`src/rtl/div_seq_ctrl_pkg.sv`:
```
// Shared definitions for the EX-stage divide sequencer: ALU function codes
// for the divide group, FSM state encodings and small decode helpers.
package div_seq_ctrl_pkg;

  localparam int XLEN_DEF  = 32;
  localparam int CNT_W_DEF = 5;

  // ALU function codes of the divide group (other ALU codes are never divides)
  localparam logic [4:0] ALU_DIV  = 5'h0C;
  localparam logic [4:0] ALU_DIVU = 5'h0D;
  localparam logic [4:0] ALU_REM  = 5'h0E;
  localparam logic [4:0] ALU_REMU = 5'h0F;

  // Sequencer states: waiting for a miss, or iterating one bit per cycle
  typedef enum logic {
    DIV_IDLE = 1'b0,
    DIV_CALC = 1'b1
  } div_state_e;

  // True for any of the four divide/remainder function codes
  function automatic logic is_div_func(input logic [4:0] func);
    return (func == ALU_DIV) || (func == ALU_DIVU) ||
           (func == ALU_REM) || (func == ALU_REMU);
  endfunction

  // True for the signed flavours; DIV and REM share the same signed run
  function automatic logic is_signed_func(input logic [4:0] func);
    return (func == ALU_DIV) || (func == ALU_REM);
  endfunction

endpackage

```
`src/rtl/div_seq_ctrl_step.sv`:
```
// One restoring shift-subtract iteration: shift the next dividend bit into
// the partial remainder, try subtracting the divisor, keep the difference
// when it does not borrow, otherwise restore the shifted value.
module div_seq_ctrl_step #(
  parameter int XLEN = 32
) (
  input  logic [XLEN-1:0] rem_in,
  input  logic [XLEN-1:0] divisor,
  input  logic            dvd_bit,
  output logic [XLEN-1:0] rem_out,
  output logic            q_bit
);

  logic [XLEN:0]   shifted;
  logic [XLEN+1:0] trial;
  logic            unused_trial_msb;

  // The shifted remainder needs XLEN+1 bits; the extra top bit of the trial
  // result is the borrow that selects restore. When no borrow occurs the
  // difference is below the divisor, so its bit XLEN is always zero.
  always_comb begin
    shifted          = {rem_in, dvd_bit};
    trial            = {1'b0, shifted} - {2'b00, divisor};
    q_bit            = ~trial[XLEN+1];
    rem_out          = q_bit ? trial[XLEN-1:0] : shifted[XLEN-1:0];
    unused_trial_msb = trial[XLEN];
  end

endmodule

```
`src/rtl/div_seq_ctrl.sv`:
```
// Sequencing controller for the EX-stage integer divide path. Runs an
// iterative restoring divider one quotient bit per cycle, stalls the
// pipeline through busy, resolves divide-by-zero and signed overflow in a
// single cycle, and keeps a one-entry result cache so a DIV/REM pair on the
// same operands costs one run and a held instruction never restarts.
module div_seq_ctrl
  import div_seq_ctrl_pkg::*;
#(
  parameter int XLEN  = XLEN_DEF,
  parameter int CNT_W = CNT_W_DEF
) (
  input  logic            clk,
  input  logic            rst,
  input  logic [XLEN-1:0] opa,
  input  logic [XLEN-1:0] opb,
  input  logic [4:0]      alu_func,
  input  logic            vld,
  input  logic            flush,
  output logic [XLEN-1:0] quotient,
  output logic [XLEN-1:0] remainder,
  output logic            busy,
  output logic            done
);

  localparam logic [XLEN-1:0]  MIN_NEG  = {1'b1, {(XLEN-1){1'b0}}};
  localparam logic [CNT_W-1:0] CNT_LAST = CNT_W'(XLEN - 1);

  div_state_e       state;
  logic [CNT_W-1:0] cnt;

  // Result cache and its operand tag
  logic             c_vld;
  logic             c_sgn;
  logic [XLEN-1:0]  c_opa;
  logic [XLEN-1:0]  c_opb;
  logic [XLEN-1:0]  c_q;
  logic [XLEN-1:0]  c_r;

  // Operands of the run in progress; these, not the live inputs, get cached
  logic             t_sgn;
  logic [XLEN-1:0]  t_opa;
  logic [XLEN-1:0]  t_opb;

  // Iteration datapath state
  logic [XLEN-1:0]  dvd_mag;
  logic [XLEN-1:0]  dvs_mag;
  logic             neg_q;
  logic             neg_r;
  logic [XLEN-1:0]  prem;
  logic [XLEN-2:0]  q_acc;

  // Combinational decode and step results
  logic             is_div;
  logic             sgn;
  logic             hit;
  logic             req;
  logic             div_zero;
  logic             div_ovf;
  logic             calc_last;
  logic [XLEN-1:0]  opa_mag;
  logic [XLEN-1:0]  opb_mag;
  logic [XLEN-1:0]  rem_next;
  logic             q_bit;
  logic [XLEN-1:0]  q_raw;
  logic [XLEN-1:0]  q_fix;
  logic [XLEN-1:0]  r_fix;

  div_seq_ctrl_step #(
    .XLEN (XLEN)
  ) u_step (
    .rem_in  (prem),
    .divisor (dvs_mag),
    .dvd_bit (dvd_mag[cnt]),
    .rem_out (rem_next),
    .q_bit   (q_bit)
  );

  // Decode, cache lookup, special-case detection, sign fixups and the
  // stall/done strobes. busy and done must act in the same cycle as the
  // request and the cache write, so they are combinational, and both are
  // held low while reset is asserted. The magnitude of the most negative
  // value wraps back to itself, which reads correctly as unsigned.
  always_comb begin
    is_div    = vld && is_div_func(alu_func);
    sgn       = is_signed_func(alu_func);
    hit       = c_vld && (opa == c_opa) && (opb == c_opb) && (sgn == c_sgn);
    req       = is_div && !hit && !flush;
    div_zero  = (opb == '0);
    div_ovf   = sgn && (opa == MIN_NEG) && (opb == '1);
    opa_mag   = (sgn && opa[XLEN-1]) ? -opa : opa;
    opb_mag   = (sgn && opb[XLEN-1]) ? -opb : opb;
    q_raw     = {q_acc, q_bit};
    q_fix     = neg_q ? -q_raw : q_raw;
    r_fix     = neg_r ? -rem_next : rem_next;
    calc_last = (state == DIV_CALC) && (cnt == '0) && !flush;
    busy      = rst && req;
    done      = rst && (((state == DIV_IDLE) && req && (div_zero || div_ovf)) ||
                        calc_last);
  end

  // Sequencer FSM with the cache and iteration registers; flush always wins
  // and abandons any run without touching the cache.
  always_ff @(posedge clk or negedge rst) begin
    if (!rst) begin
      state   <= DIV_IDLE;
      cnt     <= '0;
      c_vld   <= 1'b0;
      c_sgn   <= 1'b0;
      c_opa   <= '0;
      c_opb   <= '0;
      c_q     <= '0;
      c_r     <= '0;
      t_sgn   <= 1'b0;
      t_opa   <= '0;
      t_opb   <= '0;
      dvd_mag <= '0;
      dvs_mag <= '0;
      neg_q   <= 1'b0;
      neg_r   <= 1'b0;
      prem    <= '0;
      q_acc   <= '0;
    end else if (flush) begin
      state <= DIV_IDLE;
      cnt   <= '0;
    end else begin
      case (state)
        DIV_IDLE: begin
          if (req) begin
            if (div_zero) begin
              c_q   <= '1;
              c_r   <= opa;
              c_vld <= 1'b1;
              c_opa <= opa;
              c_opb <= opb;
              c_sgn <= sgn;
            end else if (div_ovf) begin
              c_q   <= MIN_NEG;
              c_r   <= '0;
              c_vld <= 1'b1;
              c_opa <= opa;
              c_opb <= opb;
              c_sgn <= sgn;
            end else begin
              dvd_mag <= opa_mag;
              dvs_mag <= opb_mag;
              neg_q   <= sgn & (opa[XLEN-1] ^ opb[XLEN-1]);
              neg_r   <= sgn & opa[XLEN-1];
              t_opa   <= opa;
              t_opb   <= opb;
              t_sgn   <= sgn;
              prem    <= '0;
              q_acc   <= '0;
              cnt     <= CNT_LAST;
              state   <= DIV_CALC;
            end
          end
        end
        DIV_CALC: begin
          prem  <= rem_next;
          q_acc <= {q_acc[XLEN-3:0], q_bit};
          if (cnt == '0) begin
            c_q   <= q_fix;
            c_r   <= r_fix;
            c_vld <= 1'b1;
            c_opa <= t_opa;
            c_opb <= t_opb;
            c_sgn <= t_sgn;
            state <= DIV_IDLE;
          end else begin
            cnt <= cnt - 1'b1;
          end
        end
        default: begin
          state <= DIV_IDLE;
          cnt   <= '0;
        end
      endcase
    end
  end

  assign quotient  = c_q;
  assign remainder = c_r;

endmodule

```
`config.mk`:
```
export PLATFORM = sky130hd
export DESIGN_NAME = div_seq_ctrl
export DESIGN_NICKNAME = d
export VERILOG_FILES = /design/src/rtl/div_seq_ctrl_pkg.sv /design/src/rtl/div_seq_ctrl_step.sv /design/src/rtl/div_seq_ctrl.sv
export SDC_FILE = /design/constraint.sdc
export NUM_CORES = 1
export LEC_CHECK = 0
export ABC_AREA = 1
export CORE_MARGIN = 1.5
export CORE_UTILIZATION = 60
export DETAILED_ROUTE_END_ITERATION = 10
export PLACE_DENSITY = 0.81
export SLEW_MARGIN = 15
export SYNTH_ARGS = -nofsm -noshare
export SYNTH_HDL_FRONTEND = slang
export SYNTH_SLANG_ARGS = --single-unit
```
`constraint.sdc`:
```
create_clock -name clk -period 4.9 [get_ports clk]
set_input_delay 0.98 -clock clk [delete_from_list [all_inputs] [get_ports clk]]
set_output_delay 0.98 -clock clk [all_outputs]
set_load 0.1 [all_outputs]
```
==> results.md <==
- GRT overflow: 0
- Routed wire length: between 60000 and 70000 um
- Crit share post-route: 97.1%
- Synth area leader: dfrtp_1
- Synthesized Nets: ~3000
- Maximum vdd drop: between 0.0003 and 0.0004 V
- Total power: between 10000 and 15000 uW
- Top-count cell post-synth: nand2_1
- Synth area leaders: dfrtp_1 (40%), nand2_1 (14%), o21ai_0 (6.8%)
- Core Area: 33500 um^2
- Post-synth top area share: 40.1%
- Crit path launch type: input pin
- Layout cells sized above 1: ~7.4%
- Maxcap violations: 0
- Critical Path AT: between 3 and 4 ns
- Worst path bufs/invs: 4
- Async SR Flop Fraction: 100%
- CP most frequent cell: nand3_1
- R2R Path End: quotient[30]
- CTS tree: yes
- Crit. End Element: output port
- Pwr Density: between 600 and 700 nW/um^2
- Seq/Total Area, Yosys: about two fifths
- Setup ws final: between 0.1 and 0.15 ns
- Initial DRC Count: around 2500
- Die area: about 35000 um^2
- Worst-path clk slew: approximately 0.06 ns
- Max Fclk: between 200 and 250 MHz
- Fin crit period: around 4.8 ns
- Die X: between 150 and 200 um
- CTS Hold Buffers Added: 0
- Critical Path Max Stage Delay: between 0.4 and 0.5 ns
- Routed len/inst: between 15 and 20 um
- Gpl congestion: between 0.9 and 1
- Hold Violations, Final: 0
- # fillers: approximately 2800
- Vias per cell: a little under 6
- Synthesized area per cell: ~7.1 um^2
- Clock sink count: 328
- CTS Buffer Depth: 3
- Port Buffers: roughly 140
- Post-Synthesis Cells: ~2900
- Via count: 20700
- Final setup viols: 0
- Reg2reg setup slack: ~0.30 ns
- Number of top-level pins: roughly 140
- Worst hold slack: around 0.39 ns
- CP Cell Sequence: clkdlybuf4s50_1 > nor2_1 > nand3_1 > nor3_1 > nand3_1 > nor4_1 > buf_4 > nand3_1 > a21oi_2 > nand2_1 > nand2_4 > inv_2 > nor2_2 > buf_12
- Crit-path max FO: 3
- FF-to-FF path depth: 29
- Critical path depth: 14
- Synth cell count leaders: nand2_1 (768), dfrtp_1 (328), inv_1 (325)
- Critical path's top delay family: simple AND/OR/NAND/NOR gates
- Vias in the first global route: 19600
- Post-synth EDFFs: 0
- Worst slew margin: 29.1%
- DRT Pass-1 Iters: 6
- Setup CP Type: input pin to output port
- Die Y: 188 um
- # nets final: around 3100
- FF-to-FF Start: cnt[0]
- Pleak: ~0.011 uW
- Post-synthesis cell type count: 56
- Slowest cell on the critical path: clkdlybuf4s50_1
- Ant. Diodes: 0
- Num rows: between 60 and 70
- Cell chosen for the clock root: clkbuf_16
- Top_reg_cell synth: dfrtp_1
- Ys Warns: 0
- Routed Antenna Nets: 0
- Worst path required time: roughly 4 ns
- Gr usage total: 38.5%
- Critical path endpoint: done
- Setup Skew: between 0.02 and 0.03 ns
- Insertion delay to the later sink of the worst-skew pair: 0.55 ns
- Largest net degree at the start of global routing: around 140
- Post-DP HPWL: between 50000 and 60000 um
- Worst Hold Class: input pin to async pin
- Initial antenna violation count: 1
- Setup Slack @ Placement: -0.113 ns
- CTS HTree Levels: 2
- Setup TNS: 0 ns
- First-pass GRT wire length: 107000 um
- Outcome: complete, no violations
- Residual DRC count: 0
- Initial core utilization: around 60%
- TritonCTS Buffers: 37
- Worst Setup SP: opa[25]
- Cell Area, Synth: just over 20000 um^2
- Tightest Pin Transition: 1.06 ns
- P&R area growth vs syn: 15.9%
- Max-slew violations: 0
- Flops & latches, synth: about 330
report_power, final:
group,internal (uW),switching (uW),total (uW)
combinational,2360,5720,8080
clock,1590,1170,2760
sequential,3310,533,3840
total,7260,7430,14700
state kept, by name, summed over array words and instances, names as in the netlist, 5 cells and up:
| name | cells |
|---|---|
| t_opa | 32 |
| cnt | 5 |
| dvd_mag | 31 |
| c_opa | 32 |
| q_acc | 31 |
| c_opb | 32 |
| prem | 32 |
| t_opb | 32 |
| quotient | 32 |
| dvs_mag | 31 |
| remainder | 32 |
cells by family after synthesis:
| kind of cell | count (synthesis) | synth area share [%] |
|---|---|---|
| DFF | 328 | 40.1 |
| AOI/OAI and AO/OA | 558 | 15.2 |
| buffers and inverters | 464 | 9.09 |
| xor gates and xnor gates | 91 | 3.89 |
| and+or+nand+nor | 1405 | 29.2 |
| adders and majority gates | 40 | 2.48 |
through the flow:
step                instance area, um^2  utilization (%)  instances
finish                            23700             70.7       3482
global placement                  22400             66.8       3410
global route                      23700             70.7       3482
floorplan                         20500                -       2886
CTS                               23600             70.5       3476
detailed placement                22400             66.8       3410
layout by cell type, fill, tap and decap left out, types with 7 or more instances in the layout:
cell type,instances
clkdlybuf4s50_1,134
o21ai_0,276
buf_4,56
nor4_1,27
o211ai_1,33
a21oi_1,113
clkbuf_16,38
nor3_1,29
nor2_2,14
a221oi_1,7
clkbuf_1,8
a21oi_2,10
buf_12,9
inv_1,324
nand2_2,20
nand3_1,173
nand2_1,766
dfrtp_1,326
nand4_1,31
a31oi_1,43
nor2_1,296
o22ai_1,25
inv_2,13
ha_1,39
a22oi_1,7
clkbuf_8,10
xor2_1,85
o21ai_1,27
nand3b_1,7
worst reg2reg max path: cells and delay by family, from the launching register on:
kind | cells | cell delay (ns)
flops | 1 | 0.50
compound gates | 6 | 0.80
simple gates | 17 | 2.35
buf+inv | 4 | 0.53
fa+ha+maj | 2 | 0.37
layout make-up:
type                            count  area [um^2]  share of cell area [%]
Sequential cell                   328         8210                    34.6
Inverter                          343         1300                    5.47
Clock buffer                       56         1120                    4.72
Tap cell                          448          561                    2.36
Timing Repair inverter              2         15.0                  0.0633
Clock inverter                     10         88.8                   0.375
Timing Repair Buffer              201         1970                    8.30
Multi-Input combinational cell   2094        10500                    44.1
layer usage:
metal | part of all wire [%] | vias up | GRT usage [%] | wire length, um
met3 | 9.3 | 207 | 6.40 | 6330
met2 | 45 | 1114 | 59.7 | 30400
met5 | 0.016 | - | 0 | 11
met1 | 41 | 9724 | 53.1 | 27700
li1 | - | 9632 | - | -
met4 | 5.1 | 2 | 17.8 | 3470
what timing repair did:
| action | 4_1_cts | 5_1_grt |
|---|---|---|
| pin swaps | 0 | 2 |
| gates cloned | 0 | 2 |
| setup buffers | 0 | 4 |
| resized for setup | 2 | 12 |
| setup endpoints to repair | 2 | 28 |
worst min path at each step:
stage | endpoint | slack, ns | depth (start not counted)
4_1_cts | quotient[13] | 0.42 | 1
3_3_place_gp | c_vld | 0.43 | 2
3_5_place_dp | c_vld | 0.46 | 2
5_1_grt | quotient[13] | 0.43 | 1
2_1_floorplan | c_vld | 0.42 | 2
6_report | quotient[13] | 0.39 | 1
Power figures use the tool's default switching activity.
